File: src/rtl/dispatch_scheduler_pkg.sv
// Shared definitions for the dispatch scheduler: unit-type code width,
// functional unit IDs and the scheduler state encoding.
package dispatch_scheduler_pkg;

    localparam int funcUnitCodeSize = 3;
    localparam int numUnits         = 2 ** funcUnitCodeSize;

    localparam logic [funcUnitCodeSize-1:0] FXUnitId     = 3'd0;
    localparam logic [funcUnitCodeSize-1:0] FPUnitId     = 3'd1;
    localparam logic [funcUnitCodeSize-1:0] VXUnitId     = 3'd2;
    localparam logic [funcUnitCodeSize-1:0] CRUnitId     = 3'd3;
    localparam logic [funcUnitCodeSize-1:0] LSUnitId     = 3'd4;
    localparam logic [funcUnitCodeSize-1:0] BranchUnitID = 3'd6;

    typedef enum logic {
        RUN   = 1'b0,
        FLUSH = 1'b1
    } sched_state_t;

endpackage

File: src/rtl/dispatch_scheduler_credit_counter.sv
// Saturating up/down credit counter tracking the free slots of one
// reservation station. Returning a credit to a full counter keeps it full
// and raises a single-cycle overflow pulse.
module credit_counter #(
    parameter int creditWidth = 3,
    parameter int unitCredits = 4
) (
    input  logic clock_i,
    input  logic reset_i,
    input  logic dec,
    input  logic inc,
    output logic has_credit,
    output logic overflow
);

    localparam logic [creditWidth-1:0] MAX_CREDIT = creditWidth'(unitCredits);

    logic [creditWidth-1:0] count;

    assign has_credit = (count != '0);
    assign overflow   = inc & ~dec & (count == MAX_CREDIT);

    // Count down on dispatch, up on return, hold when both or at saturation.
    // NOTE: state is updated with <= so every flop samples pre-edge values.
    always_ff @(posedge clock_i or negedge reset_i) begin
        if (!reset_i) begin
            count <= MAX_CREDIT;
        end else if (dec && !inc && has_credit) begin
            count <= count - 1'b1;
        end else if (inc && !dec && (count != MAX_CREDIT)) begin
            count <= count + 1'b1;
        end
    end

endmodule

File: src/rtl/dispatch_scheduler.sv
// In-order dispatch scheduler: pops the instruction queue head and routes it
// to its functional unit under per-unit credit back-pressure; sequences
// flushes by draining the queue without dispatching.
// Optional build macro DISPATCH_PERF_COUNTERS_EN adds dispatch/stall counters.
module dispatch_scheduler
    import dispatch_scheduler_pkg::*;
#(
    parameter int                  instructionCounterWidth = 64,
    parameter int                  instMinIdWidth          = 5,
    parameter int                  creditWidth             = 3,
    parameter int                  unitCredits             = 4,
    parameter logic [0:numUnits-1] unitPresentMask         = 8'b1111_1010
) (
    input  logic                               clock_i,
    input  logic                               reset_i,
    input  logic                               queueEmpty_i,
    input  logic [funcUnitCodeSize-1:0]        queueFuncUnitType_i,
    input  logic [instructionCounterWidth-1:0] queueMajID_i,
    input  logic [instMinIdWidth-1:0]          queueMinID_i,
    output logic                               queueReadEnable_o,
    input  logic [0:numUnits-1]                unitCreditReturn_i,
    input  logic                               flush_i,
    output logic [0:numUnits-1]                unitDispatch_o,
    output logic [instructionCounterWidth-1:0] dispatchMajID_o,
    output logic [instMinIdWidth-1:0]          dispatchMinID_o,
    output logic                               flushing_o,
    output logic                               illegalUnit_o,
    output logic                               creditOverflow_o
`ifdef DISPATCH_PERF_COUNTERS_EN
    ,
    output logic [31:0]                        dispatchCount_o,
    output logic [31:0]                        stallCount_o
`endif
);

    sched_state_t        state;
    logic [0:numUnits-1] has_credit;
    logic [0:numUnits-1] overflow;
    logic [0:numUnits-1] dispatch_now;
    logic                head_present;
    logic                head_ready;
    logic                run_eligible;
    logic                pop_run;

    assign head_present = unitPresentMask[queueFuncUnitType_i];
    // Absent units never block: their entries are popped and flagged.
    assign head_ready   = has_credit[queueFuncUnitType_i] | ~head_present;
    assign run_eligible = reset_i & (state == RUN) & ~queueEmpty_i & ~flush_i;
    assign pop_run      = run_eligible & head_ready;

    // Decode the pop into a one-hot dispatch and drive the queue pop.
    // NOTE: every always_comb output gets a default first so no latch is inferred.
    always_comb begin
        dispatch_now = '0;
        if (pop_run && head_present) begin
            dispatch_now[queueFuncUnitType_i] = 1'b1;
        end
        if (state == FLUSH) begin
            queueReadEnable_o = reset_i & ~queueEmpty_i;
        end else begin
            queueReadEnable_o = pop_run;
        end
    end

    for (genvar gi = 0; gi < numUnits; gi++) begin : g_credit
        credit_counter #(
            .creditWidth (creditWidth),
            .unitCredits (unitCredits)
        ) u_credit (
            .clock_i    (clock_i),
            .reset_i    (reset_i),
            .dec        (dispatch_now[gi]),
            .inc        (unitCreditReturn_i[gi]),
            .has_credit (has_credit[gi]),
            .overflow   (overflow[gi])
        );
    end

    // RUN/FLUSH sequencing with registered dispatch strobe, IDs and sticky errors.
    always_ff @(posedge clock_i or negedge reset_i) begin
        if (!reset_i) begin
            state            <= RUN;
            unitDispatch_o   <= '0;
            dispatchMajID_o  <= '0;
            dispatchMinID_o  <= '0;
            flushing_o       <= 1'b0;
            illegalUnit_o    <= 1'b0;
            creditOverflow_o <= 1'b0;
        end else begin
            if (|overflow) begin
                creditOverflow_o <= 1'b1;
            end
            case (state)
                RUN: begin
                    unitDispatch_o <= dispatch_now;
                    if (pop_run && head_present) begin
                        dispatchMajID_o <= queueMajID_i;
                        dispatchMinID_o <= queueMinID_i;
                    end
                    if (pop_run && !head_present) begin
                        illegalUnit_o <= 1'b1;
                    end
                    if (flush_i) begin
                        state      <= FLUSH;
                        flushing_o <= 1'b1;
                    end
                end
                FLUSH: begin
                    unitDispatch_o <= '0;
                    if (!flush_i && queueEmpty_i) begin
                        state      <= RUN;
                        flushing_o <= 1'b0;
                    end
                end
                default: begin
                    state          <= RUN;
                    unitDispatch_o <= '0;
                    flushing_o     <= 1'b0;
                end
            endcase
        end
    end

`ifdef DISPATCH_PERF_COUNTERS_EN
    logic stall_now;
    assign stall_now = run_eligible & ~head_ready;

    // Free-running wrap-around counters of dispatches and credit stalls.
    always_ff @(posedge clock_i or negedge reset_i) begin
        if (!reset_i) begin
            dispatchCount_o <= '0;
            stallCount_o    <= '0;
        end else begin
            if (|dispatch_now) begin
                dispatchCount_o <= dispatchCount_o + 32'd1;
            end
            if (stall_now) begin
                stallCount_o <= stallCount_o + 32'd1;
            end
        end
    end
`else
    // Performance counters are not built in this configuration.
`endif

endmodule

File: config.mk
export PLATFORM = sky130hd
export DESIGN_NAME = dispatch_scheduler
export DESIGN_NICKNAME = d
export VERILOG_FILES = /design/src/rtl/dispatch_scheduler_pkg.sv /design/src/rtl/dispatch_scheduler_credit_counter.sv /design/src/rtl/dispatch_scheduler.sv
export SDC_FILE = /design/constraint.sdc
export NUM_CORES = 1
export LEC_CHECK = 0
export BUFFER_PORTS_ARGS = -buffer_cell sky130_fd_sc_hd__buf_2
export CORE_UTILIZATION = 54
export DETAILED_ROUTE_END_ITERATION = 7
export GPL_TIMING_DRIVEN = 0
export PLACE_DENSITY = 0.91
export SYNTH_ARGS = -nofsm -noshare
export SYNTH_HDL_FRONTEND = slang
export SYNTH_SLANG_ARGS = --single-unit
File: constraint.sdc
create_clock -name clock_i -period 5.17 [get_ports clock_i]
set_input_delay 1.034 -clock clock_i [delete_from_list [all_inputs] [get_ports clock_i]]
set_output_delay 1.034 -clock clock_i [all_outputs]
set_load 0.01 [all_outputs]
==> reports/metrics.yaml, run 1 <==
layout:
  antenna_cells: 0
  final_nets: 660
  syn2layout_area_growth_pct: 24.2
  final_cells: 681
  num-fill-cells: 639
  final_core_util: 0.695
  layout-drive-gt1-share: 0.494
synth:
  yosys_most_used_dff: "dfrtp_1"
  synth-edff-count: 0
  synth_cells: 390
  synth.area.top_cells: "dfrtp_1 (50%), mux2_2 (15%), dfstp_2 (4.3%), fa_1 (3.3%), mux2_4 (3.1%)"
  synth_top_area_frac: 0.498
  muxShareOfSynthArea: 0.206
  ys_async_sr_fraction: 1.00
  ys_ff_latch: 105
  yosysSeqAreaShare: 0.541
  synth_top_family_by_area: "multiplexers"
  synth_area_sq_mm: 0.00488
  yosys.area.top_type: "dfrtp_1"
  ys.warnings.count: 0
  yosys-top-cells-count: "dfrtp_1 (97), mux2_2 (64), inv_1 (25)"
  synth-compound-area-share: 0.0916
  avgSynthCellArea_sq_um: 12.5
  yosys.area_share.adder: 0.0328
  synth_simple_gate_area_share: 0.0836
  synth.most_common_cell: "dfrtp_1"
  synth_cell_type_count: 53
  synthXorXnorAreaFrac: 0.00898
power:
  switching_share: 0.363
  p_comb_frac: 0.374
  leakagePower_nw: 3.03
  seq_power_share: 0.455
  switchingPower_mw: 1.04
  peakVddDrop_mv: 0.254
  pwr-share-clk: 0.171
  p_per_area_mw_per_mm2: 475
  intPower_mw: 1.83
drt:
  detail-route-antenna-nets: 0
  drt_wl_total_mm: 11.5
  drtIter0Drc: 108
  wl_per_cell_microns: 16.9
  vias: 3751
  drc: 0
  first_pass_iters: 4
  vias_per_cell: 5.51
timing:
  fin_skew_ns: 0.0155
  whs_ns: 0.508
  slew-limit-headroom: 0.439
  worst_pin_slew_ns: 0.831
  setup_viol: 0
  min_period_ns: 3.94
  finalHoldViolations: 0
  fmax_mhz: 254
  fin_setup_tns_ns: 0
  period_share: 0.763
  drv_slew: 0
  grt_setup_unrepaired: "no"
clock_network:
  clk_latency_ns: 0.38
  cts_sinks: 105
  cts_tree: "yes"
  clkSlewWorstSetupHoldPaths_ns: 0.10
  cts_root_buffer: "clkbuf_8"
  clk_path_buf_depth: 2
  htreeDepth: 3
  post_cts_resize_count: 0
  hold_buffers: 0
  post_cts_buffers: 0
  numCtsBuffers: 9
critical_path:
  cp_data_required_time_ns: 5.46
  crit_arrival_ns: 4.23
  reg2reg_slack_ns: 1.87
  start_kind: "primary input"
  crit_type: "in2reg"
  setup.worst_path.start: "reset_i"
  r2r_cells: 8
  crit_path_end_kind: "register"
  path_max_fanout: 36
  reg2reg_to: "g_credit[3].u_credit.count[2]"
  rr_startpoint: "state"
run_status:
  status: "completed"
die:
  die_w_microns: 97.0
  rows: 34
  core_sq_mm: 0.00872
  boundaryPins: 165
  die_area_sq_mm: 0.00942
  die_h_microns: 97.0
  floorplan.initialDensity: 0.559
worst_hold_path:
  hold_start: "dispatchMajID_o[58]"
  whs_path_depth: 1
  hold_end: "dispatchMajID_o[58]"
  hold_path_class: "reg2reg"
global_routing:
  grt_antenna_before_repair: 0
  grt_pass1_vias: 4032
  grt_usage: 0.258
  grt_start_max_net_pins: 74
  grt_pass1_wl_mm: 19.2
  grt_overflow_total: 0
flow_run:
  maxCapViolations: 0
place:
  portBuffers: 164
  dp.cells: 665
  dp.final_hpwl_mm: 8.81
  routabilityCongestion: 0.791
through the flow:
stage          worst slack [ns]  area (sq um)  power (mW)
3_3_place_gp             -0.377          5840        2.29
6_report                   1.23          6060        2.88
3_5_place_dp              0.824          5870        2.41
4_1_cts                    1.19          6060        2.90
2_1_floorplan              1.57          4880        1.98
5_1_grt                   0.863          6060        3.07
placed cells by master (no fill, tap or decap), drive strengths merged, types with 2 or more instances in the layout:
cell type  instances
a211o              2
a211oi             2
a21o               4
a21oi             19
a311oi             2
a31oi              3
and2               2
and3               2
buf              175
clkbuf            14
clkinv             2
conb               4
dfrtp             97
dfstp              8
fa                 8
inv               28
mux2              74
mux2i             11
nand2             19
nand2b             2
nand3              9
nor2              19
nor3              12
nor4               3
o21a               2
o21ai             12
o221ai             2
o22a               2
o22ai              2
o31ai              4
or2                2
or3                2
or3b               3
or4                2
or4b               2
xnor2              5
flip-flops by register name, indices dropped and copies added (netlist names):
signal and count:
dispatchMajID_o 64, g_credit.u_credit.count 24, unitDispatch_o 8, dispatchMinID_o 5, creditOverflow_o 1, flushing_o 1, illegalUnit_o 1, state 1
kinds of logic after synthesis:
logic type | Yosys count
flip-flops | 105
other | 2
XOR/XNOR | 5
AND/OR/NAND/NOR | 81
adder cells (fa/ha/maj) | 8
buffers and inverters | 39
AO/OA/AOI/OAI | 64
multiplexers | 86
area by class of cell:
class                           count  area (sq um)  share of cell area
Sequential cell                   105          2640               0.435
Multi-Input combinational cell    248          2080               0.343
Timing Repair Buffer              165           851               0.140
Tap cell                          108           135              0.0223
Clock buffer                       10           128              0.0211
Inverter                           25          93.8              0.0155
Buffer                             14          76.3              0.0126
Clock inverter                      6          61.3              0.0101
metal layers:
layer / part of all wire / GRT usage / wire [microns]
met5: 0 / 0 / 0
met4: 0.033 / 0.115 / 375
met3: 0.049 / 0.0491 / 557
met2: 0.55 / 0.476 / 6260
met1: 0.37 / 0.287 / 4290
critical path: stages:
cell      delay, ns
buf_4          0.39
nor4b_1        0.67
nand2_1        0.15
a311oi_2       0.67
nand2_1        0.15
fa_1           0.41
nor2_1         0.14
o21ai_0        0.11
mux4_2         0.46
power by group through the flow:
stage / registers, mW / logic (mW) / clock network (mW)
global route: 1.35 / 1.19 / 0.530
global placement: 1.29 / 0.996 / 0
CTS: 1.31 / 1.08 / 0.505
floorplan: 1.38 / 0.596 / 0
detailed placement: 1.32 / 1.08 / 0
finish: 1.31 / 1.08 / 0.491
worst max-delay path by stage:
stage / endpoint / slack (ns)
after CTS: g_credit[3].u_credit.count[2] / 1.19
after global placement: g_credit[3].u_credit.count[2] / -0.38
after floorplan: g_credit[3].u_credit.count[2] / 1.57
after global routing: g_credit[3].u_credit.count[2] / 0.86
final: g_credit[3].u_credit.count[2] / 1.23
after detailed placement: g_credit[3].u_credit.count[2] / 0.82
No activity file was read; power rests on OpenSTA's default activity.
==> inputs of run 2 (changes only) <==
- CORE_UTILIZATION: 54 -> 46
- PLACE_DENSITY: 0.91 -> 0.83
- clock period: 5.17 -> 3.22 ns (I/O delays scaled with it)
==> run 2 against run 1 <==
Net effect: worst hold slack got worse by 0.38 ns; final area rose by 2.0%; global-route usage fell by 5.8 points; utilization fell by 9.6 points.
==> reports/metrics.yaml, run 2 (synthesized netlist as in run 1, its figures left out) <==
die:
  floorplan.initialDensity: 0.472  # -0.0868
  die_w_microns: 105  # +8.2%
  boundaryPins: 165  # unchanged
  die_area_sq_mm: 0.0110  # +17%
  rows: 37  # +8.8%
  die_h_microns: 105  # +8.2%
  core_sq_mm: 0.0103  # +18%
drt:
  vias: 3675  # -2.0%
  drc: 0  # unchanged
  vias_per_cell: 5.16  # -6.3%
  drtIter0Drc: 228  # +110%
  drt_wl_total_mm: 10.6  # -7.7%
  wl_per_cell_microns: 14.9  # -12%
  detail-route-antenna-nets: 0  # unchanged
  first_pass_iters: 4  # unchanged
layout:
  largest_reg_flops: 64  # unchanged
  final_core_util: 0.599  # -0.0960
  layout_commonest_cell: "buf_2"
  layout-drive-gt1-share: 0.498  # +0.00437
  layout_common_cells: "buf_2 (170), dfrtp_1 (97), mux2_2 (64)"
  largest-register: "dispatchMajID_o"
  reg_top3: "dispatchMajID_o: 64 flops, g_credit.u_credit.count: 24 flops, unitDispatch_o: 8 flops"
  final_nets: 663  # +0.45%
  syn2layout_area_growth_pct: 26.8
  antenna_cells: 0  # unchanged
critical_path:
  rr_startpoint: "state"
  setup.worst_path.start: "queueFuncUnitType_i[2]"
  start_kind: "primary input"
  path_max_fanout: 10  # -72%
  cp_data_required_time_ns: 3.49  # -1.97 ns
  cpPeakStageDelay_ns: 0.52  # -0.15 ns
  crit_path_top_delay_cell: "a311oi_4"
  crit_chain: "buf_2, buf_1, o311ai_0, a311oi_4, nand2_1, fa_1, nor2_1, o21ai_0, mux4_2"
  crit_path_end_kind: "register"
  crit_arrival_ns: 3.33  # -0.90 ns
  crit_type: "in2reg"
clock_network:
  numCtsBuffers: 9  # unchanged
  cts_root_buffer: "clkbuf_8"
  clk_latency_ns: 0.36  # -0.02 ns
  clk_path_buf_depth: 2  # unchanged
  cts_tree: "yes"
  hold_buffers: 0  # unchanged
  clkSlewWorstSetupHoldPaths_ns: 0.09  # about the same
  htreeDepth: 3  # unchanged
  cts_sinks: 105  # unchanged
timing:
  drv_slew: 0  # unchanged
  grt_setup_unrepaired: "no"
  worst_pin_slew_ns: 1.08  # +0.252 ns
  fin_skew_ns: 0.00922  # -0.00629 ns
  period_share: 0.950
  whs_ns: 0.127  # -0.381 ns
  min_period_ns: 3.06
  slew-limit-headroom: 0.269  # -0.170
  fmax_mhz: 327
  finalHoldViolations: 0  # unchanged
  setup_viol: 0  # unchanged
power:
  p_per_area_mw_per_mm2: 754  # +59%
  finalPower_mw: 4.66  # +62%
  peakVddDrop_mv: 0.365  # +44%
  leakagePower_nw: 3.07  # +1.6%
place:
  portBuffers: 164  # unchanged
  routabilityCongestion: 0.822  # +4.0%
  dp.final_hpwl_mm: 8.11  # -7.9%
run_status:
  status: "completed"
global_routing:
  met3_usage: 0.0455  # -0.00359
  grt_pass1_wl_mm: 17.5  # -8.9%
  grt_start_max_net_pins: 63  # -15%
  grt_busiest_layer: "met2"
  grt_usage: 0.200  # -0.0575
  use_met1: 0.228  # -0.0590
  grt_antenna_before_repair: 0  # unchanged
  use_met2: 0.368  # -0.107
  grt_overflow_total: 0  # unchanged
  grt_pass1_vias: 3806  # -5.6%
worst_hold_path:
  hold_path_class: "in2async"
flow_run:
  maxCapViolations: 0  # unchanged
[run 2: worst paths after layout]
path / end / slack, ns / cells past startpoint
min in group clock_i: illegalUnit_o / 0.48 / 1
min reg2reg: illegalUnit_o / 0.48 / 1
max reg2reg: g_credit[1].u_credit.count[2] / 0.25 / 7
max in group asynchronous: g_credit[7].u_credit.count[2] / 2.48 / 2
min: dispatchMajID_o[4] / 0.13 / 1
max: g_credit[3].u_credit.count[2] / 0.16 / 9
[run 2: power breakdown]
group	leakage [nW]	internal, mW	switching [mW]
registers	1.28	1.81	0.288
logic	1.68	0.842	0.866
clock network	0.108	0.439	0.419
[run 2: repair_timing]
item / 4_1_cts / 5_1_grt
pin swaps: 0 / 1
gates resized for setup: 3 / 5
gates cloned: 0 / 0
buffers inserted: 0 / 3
setup endpoints to repair: 4 / 6
[run 2: area by class of cell]
type                            instances  area, sq um
Buffer                                 14         76.3
Timing Repair Buffer                  168          886
Inverter                               25         93.8
Fill cell                             859         4140
Sequential cell                       105         2640
Multi-Input combinational cell        248         2110
Clock inverter                          5         78.8
Clock buffer                           11          131
Tap cell                              136          170
[run 2: layer usage]
layer  vias up  wire length [microns]
met1      1779                   4180
met5         -                      0
met4         0                    158
met2       133                   5710
met3        16                    536
li1       1747                      -
[run 2: worst max-delay path, delay by kind of cell]
family,cells,cell delay [ns]
muxes,1,0.46
and+or+nand+nor,2,0.27
adders and majority gates,1,0.40
buffers and inverters,2,0.48
AOI/OAI and AO/OA,3,1.08
[run 2: through the flow]
step           cells  setup TNS (ns)  setup WS, ns  cell area (sq um)
2_1_floorplan    392               0        0.0117               4880
6_report         712               0         0.162               6180
5_1_grt          712               0        0.0175               6180
3_5_place_dp     693           -4.38        -0.843               5910
4_1_cts          709               0        0.0254               6140
3_3_place_gp     692         -102.06         -1.93               5880
